### src/rtl/add_seq_pkg.sv
`default_nettype none
// ============================================================================
// Module      : add_seq_pkg
// Description : Shared definitions for the sliced sequential adder:
//               controller state encoding and slice-index width helper.
// Revision    : 1.0 - initial release
// ============================================================================
package add_seq_pkg;

    // Controller state encoding
    localparam logic [1:0] c_ST_IDLE = 2'd0;
    localparam logic [1:0] c_ST_RUN  = 2'd1;
    localparam logic [1:0] c_ST_DONE = 2'd2;

    // Width of the slice index register: clog2(K), never narrower than 1 bit
    function automatic int idx_width(input int k);
        return (k <= 1) ? 1 : $clog2(k);
    endfunction

endpackage
`default_nettype wire

### src/rtl/add_slice.sv
`default_nettype none
// ============================================================================
// Module      : add_slice
// Description : Combinational N-bit adder slice with carry in/out. The
//               sequencing controller reuses one instance for every slice.
// Revision    : 1.0 - initial release
// ============================================================================
module add_slice #(
    parameter int N = 4
) (
    input  logic [N-1:0] a,
    input  logic [N-1:0] b,
    input  logic         cin,
    output logic [N-1:0] s,
    output logic         cout
);

    logic [N:0] w_full;

    // N+1-bit sum so the carry falls out as the top bit
    always_comb begin
        w_full = {1'b0, a} + {1'b0, b} + {{N{1'b0}}, cin};
        s      = w_full[N-1:0];
        cout   = w_full[N];
    end

endmodule
`default_nettype wire

### src/rtl/add_seq_ctrl.sv
`default_nettype none
// ============================================================================
// Module      : add_seq_ctrl
// Description : Wide W=N*K bit adder built by stepping one N-bit slice over
//               K cycles. Captures operands on start, ripples the carry
//               between slices through a register and pulses done when the
//               full sum and carry-out are available.
// Revision    : 1.0 - initial release
// ============================================================================
module add_seq_ctrl
    import add_seq_pkg::*;
#(
    parameter int N = 4,
    parameter int K = 8
) (
    input  logic             clk,
    input  logic             rst,
    input  logic             start,
    input  logic [N*K-1:0]   a,
    input  logic [N*K-1:0]   b,
    input  logic             cin,
    output logic             busy,
    output logic             done,
    output logic [N*K-1:0]   s,
    output logic             cout
);

    localparam int                W      = N * K;
    localparam int                c_IW   = idx_width(K);
    localparam logic [c_IW-1:0]   c_LAST = c_IW'(K - 1);
    localparam logic [c_IW-1:0]   c_ONE  = c_IW'(1);

    logic [1:0]      r_state;
    logic [W-1:0]    r_a;
    logic [W-1:0]    r_b;
    logic            r_carry;
    logic [c_IW-1:0] r_idx;
    logic [W-1:0]    r_s;
    logic            r_cout;
    logic            r_done;
    logic            r_busy;

    logic            w_accept;
    logic            w_last;
    logic [N-1:0]    w_a_sl;
    logic [N-1:0]    w_b_sl;
    logic [N-1:0]    w_sum;
    logic            w_c;

    // Accept a new request only when idle or in the done cycle (back-to-back)
    always_comb begin
        w_accept = start && ((r_state == c_ST_IDLE) || (r_state == c_ST_DONE));
        w_last   = (r_idx == c_LAST);
        w_a_sl   = r_a[r_idx*N +: N];
        w_b_sl   = r_b[r_idx*N +: N];
    end

    add_slice #(
        .N    (N)
    ) u_slice (
        .a    (w_a_sl),
        .b    (w_b_sl),
        .cin  (r_carry),
        .s    (w_sum),
        .cout (w_c)
    );

    // Control FSM: IDLE -> RUN for K slice cycles -> DONE for one cycle
    always_ff @(posedge clk) begin
        if (rst) begin
            r_state <= c_ST_IDLE;
            r_idx   <= '0;
            r_done  <= 1'b0;
            r_busy  <= 1'b0;
        end else begin
            case (r_state)
                c_ST_IDLE: begin
                    r_done <= 1'b0;
                    if (w_accept) begin
                        r_state <= c_ST_RUN;
                        r_idx   <= '0;
                        r_busy  <= 1'b1;
                    end
                end
                c_ST_RUN: begin
                    if (w_last) begin
                        r_state <= c_ST_DONE;
                        r_done  <= 1'b1;
                    end else begin
                        r_idx <= r_idx + c_ONE;
                    end
                end
                c_ST_DONE: begin
                    r_done <= 1'b0;
                    if (w_accept) begin
                        r_state <= c_ST_RUN;
                        r_idx   <= '0;
                    end else begin
                        r_state <= c_ST_IDLE;
                        r_busy  <= 1'b0;
                    end
                end
                default: begin
                    r_state <= c_ST_IDLE;
                    r_idx   <= '0;
                    r_done  <= 1'b0;
                    r_busy  <= 1'b0;
                end
            endcase
        end
    end

    // Datapath: operand capture, in-place slice write-back and carry chaining
    always_ff @(posedge clk) begin
        if (rst) begin
            r_a     <= '0;
            r_b     <= '0;
            r_carry <= 1'b0;
            r_s     <= '0;
            r_cout  <= 1'b0;
        end else if (w_accept) begin
            // Live inputs are only sampled here, so later changes cannot leak in
            r_a     <= a;
            r_b     <= b;
            r_carry <= cin;
        end else if (r_state == c_ST_RUN) begin
            r_s[r_idx*N +: N] <= w_sum;
            r_carry           <= w_c;
            if (w_last) begin
                r_cout <= w_c;
            end
        end
    end

    assign busy = r_busy;
    assign done = r_done;
    assign s    = r_s;
    assign cout = r_cout;

endmodule
`default_nettype wire

### config.mk
export PLATFORM = sky130hd
export DESIGN_NAME = add_seq_ctrl
export DESIGN_NICKNAME = d
export VERILOG_FILES = /design/src/rtl/add_seq_pkg.sv /design/src/rtl/add_slice.sv /design/src/rtl/add_seq_ctrl.sv
export SDC_FILE = /design/constraint.sdc
export NUM_CORES = 1
export LEC_CHECK = 0
export ABC_AREA = 1
export BUFFER_PORTS_ARGS = -buffer_cell sky130_fd_sc_hd__buf_4
export CAP_MARGIN = 20
export CELL_PAD_IN_SITES_DETAIL_PLACEMENT = 1
export CELL_PAD_IN_SITES_GLOBAL_PLACEMENT = 1
export CORE_ASPECT_RATIO = 1.75
export CORE_MARGIN = 4
export CORE_UTILIZATION = 34
export CTS_CLUSTER_DIAMETER = 80
export DETAILED_ROUTE_END_ITERATION = 10
export GPL_ROUTABILITY_DRIVEN = 0
export PLACE_DENSITY_LB_ADDON = 0.1
export SLEW_MARGIN = 30
export SYNTH_ARGS = -nofsm -noshare
export SYNTH_HDL_FRONTEND = slang
export SYNTH_SLANG_ARGS = --single-unit
### constraint.sdc
create_clock -name clk -period 2.6 [get_ports clk]
set_input_delay 0.52 -clock clk [delete_from_list [all_inputs] [get_ports clk]]
set_output_delay 0.52 -clock clk [all_outputs]
set_load 0.03 [all_outputs]
==> flow_summary_export.csv <==
group,metric,value,unit
yosys,synthArstFlopShare,0,
global_route,grt_pass1_wl,22300,um
placed_design,portBuffers,102,
cts,cts_tree,"done",
cts,h-tree-depth,3,
setup_path,r2r_cells,11,
yosys,synth_xor_area_frac,0.00191,
drt,wl,13600,um
yosys,synth_edf_count,0,
yosys,synth_seq_cells,105,
sta,tightestPinTransition,0.422,ns
yosys,netlist.area_leader.share,0.458,
die,initial_core_util,0.351,
yosys,yosysMostFrequentCell,"nor2_1",
global_route,grt_antenna_before_repair,0,
hold_path,hold_depth,2,
job,max-cap-violations,0,
drt,ant_nets,0,
placed_design,place_hpwl,10500,um
yosys,synth-simple-area-share,0.257,
layout,fin_area,5900,sq um
global_route,grt_pass1_vias,4753,
yosys,syn_area_per_cell,7.04,sq um
power_and_ir_drop,power_density,649,nW/um^2
drt,drt_iter0_drc,151,
drt,wire_per_inst,14.7,um
setup_path,setup.worst_path.end_class,"register",
sta,min_period,2.42,ns
run_status,status,"completed",
sta,fin_crit_sh,0.931,
cts,cts_root_buf,"clkbuf_16",
global_route,track_usage,0.181,
yosys,synth_common_cells,"224 x nor2_1, 113 x o21ai_0, 105 x dfxtp_1",
layout,area_delta_synth_final,28.6,%
yosys,synth_largest_area_cell,"dfxtp_1",
yosys,synth_compound_area_frac,0.178,
sta,finClkSkew,0.00773,ns
global_route,grt_start_max_net_pins,51,
cts,cts.sinks,105,
sta,whs,0.390,ns
power_and_ir_drop,p_leak,2.74,nW
setup_path,start_kind,"register",
yosys,synth_top_family_by_area,"simple AND/OR/NAND/NOR gates",
die,rows,55,
layout,num-nets-final,828,
layout,nFillCells,1670,
placed_design,place_area,5530,sq um
layout,n_antenna_cell,0,
cts,clkTransAtPathRegs,0.07,ns
die,die_area,15500,sq um
hold_path,min_path_type,"in -> reg",
yosys,yosys-top-cells-area,"dfxtp_1 46%, nor2_1 18%, o21ai_0 12%, nand2_1 4.8%, inv_1 2.8%",
yosys,yosysWarningCount,0,
setup_path,crit_arrival,2.71,ns
setup_path,worstPathRequired,2.89,ns
global_route,grt_overflow_total,0,
power_and_ir_drop,vdd_drop_max,0.320,mV
setup_path,critPathKind,"reg -> reg",
cts,insertion_delay,0.35,ns
yosys,netlist_instances,652,
die,die_w,95.8,um
cts,clock_path_buffers,2,
drt,viasPerCell,4.88,
drt,route.detailed.drc,0,
yosys,synthAdderAreaFrac,0.0360,
sta,setup_viol,0,
die,die_h,162,um
yosys,ys_types,25,
sta,max_slew_margin,0.719,
cts,numCtsBuffers,9,
sta,drv_slew,0,
drt,drt_pass1_iterations,4,
yosys,syn-num-nets,732,
die,core_area,13100,sq um
drt,num_vias,4508,
cts,hold_buffers,0,
yosys,muxShareOfSynthArea,0,
sta,rsz0062_at_grt,"true",
sta,fmax,0.413,GHz
yosys,netlist_area,4590,sq um
layout,layout-drive-gt1-share,0.206,
sta,hold_violations,0,
yosys,yosysSeqAreaShare,0.458,
die,pin_count,103,
yosys,synth_flop_cell,"dfxtp_1",
setup_path,cp_max_fo,11,
cell usage in the layout, fill, tap and decap left out, drive strengths merged, types with 2 or more instances in the layout:
| master | n |
|---|---|
| clkbuf | 11 |
| nor2 | 226 |
| a21oi | 21 |
| clkinvlp | 2 |
| buf | 121 |
| nand3 | 7 |
| inv | 39 |
| o21ai | 118 |
| nand4 | 8 |
| dfxtp | 105 |
| o22ai | 16 |
| nand2 | 60 |
| fa | 2 |
| ha | 10 |
worst paths after layout:
check / slack [ns] / start / end
setup / recovery: 0.18 / r_idx[0] / s[13]
hold / removal: 0.39 / rst / r_idx[2]
setup reg to reg: 0.18 / r_idx[0] / s[13]
hold reg to reg: 0.48 / r_b[26] / r_b[26]
worst max-delay path: stages, from the launching register on:
cell and delay (ns):
dfxtp_4 0.37, buf_4 0.17, o21ai_1 0.14, o22ai_1 0.10
nand2_1 0.06, nand2_1 0.09, fa_2 0.38, fa_2 0.63
nand2_1 0.11, nor2_2 0.11, o21ai_0 0.10, nor2_1 0.10
registers in the layout (all words and copies together) (netlist names), 2 cells and up:
signal and flops:
r_b 32, r_state 2, r_idx 3, r_a 32, s 32
where the power goes:
group          internal [mW]  switching (mW)
Combinational          0.280           0.413
Sequential              1.71          0.0619
Clock                  0.757           0.612
Total                   2.74            1.09
through the flow:
step                power [mW]  setup slack, ns  cells  setup TNS (ns)   util
finish                    3.83            0.179    924               0  0.451
CTS                       3.85           0.0169    919               0  0.446
floorplan                 2.21            0.116    652               0      -
global placement          2.47            0.149    903               0  0.423
global route              4.05          -0.0136    924         -0.0141  0.451
detailed placement        2.49           0.0418    903               0  0.423
what timing repair did:
item	CTS	global route
endpoints found under the setup margin	0	24
setup buffers	0	5
resized for setup	0	20
per-layer routing:
layer | wire length, um | vias to the layer above | GRT usage
met5 | 0 | - | 0
met4 | 260 | 0 | 0.0512
met3 | 446 | 22 | 0.0320
met2 | 7650 | 74 | 0.348
met1 | 5230 | 2112 | 0.194
li1 | - | 2300 | -
logic make-up after synthesis:
group                      after synthesis
AOI/OAI and AO/OA                      158
buffers and inverters                   74
xor gates and xnor gates                 1
DFF                                    105
adders and majority gates               12
and+or+nand+nor                        302
layout make-up:
cell class,instances,area [sq um],area share
Clock buffer,11,233,0.0394
Clock inverter,5,63.8,0.0108
Inverter,38,149,0.0252
Multi-Input combinational cell,473,2200,0.373
Sequential cell,105,2110,0.357
Tap cell,171,214,0.0363
Timing Repair Buffer,121,935,0.158
Note: power is estimated with default switching activity, not from simulation.
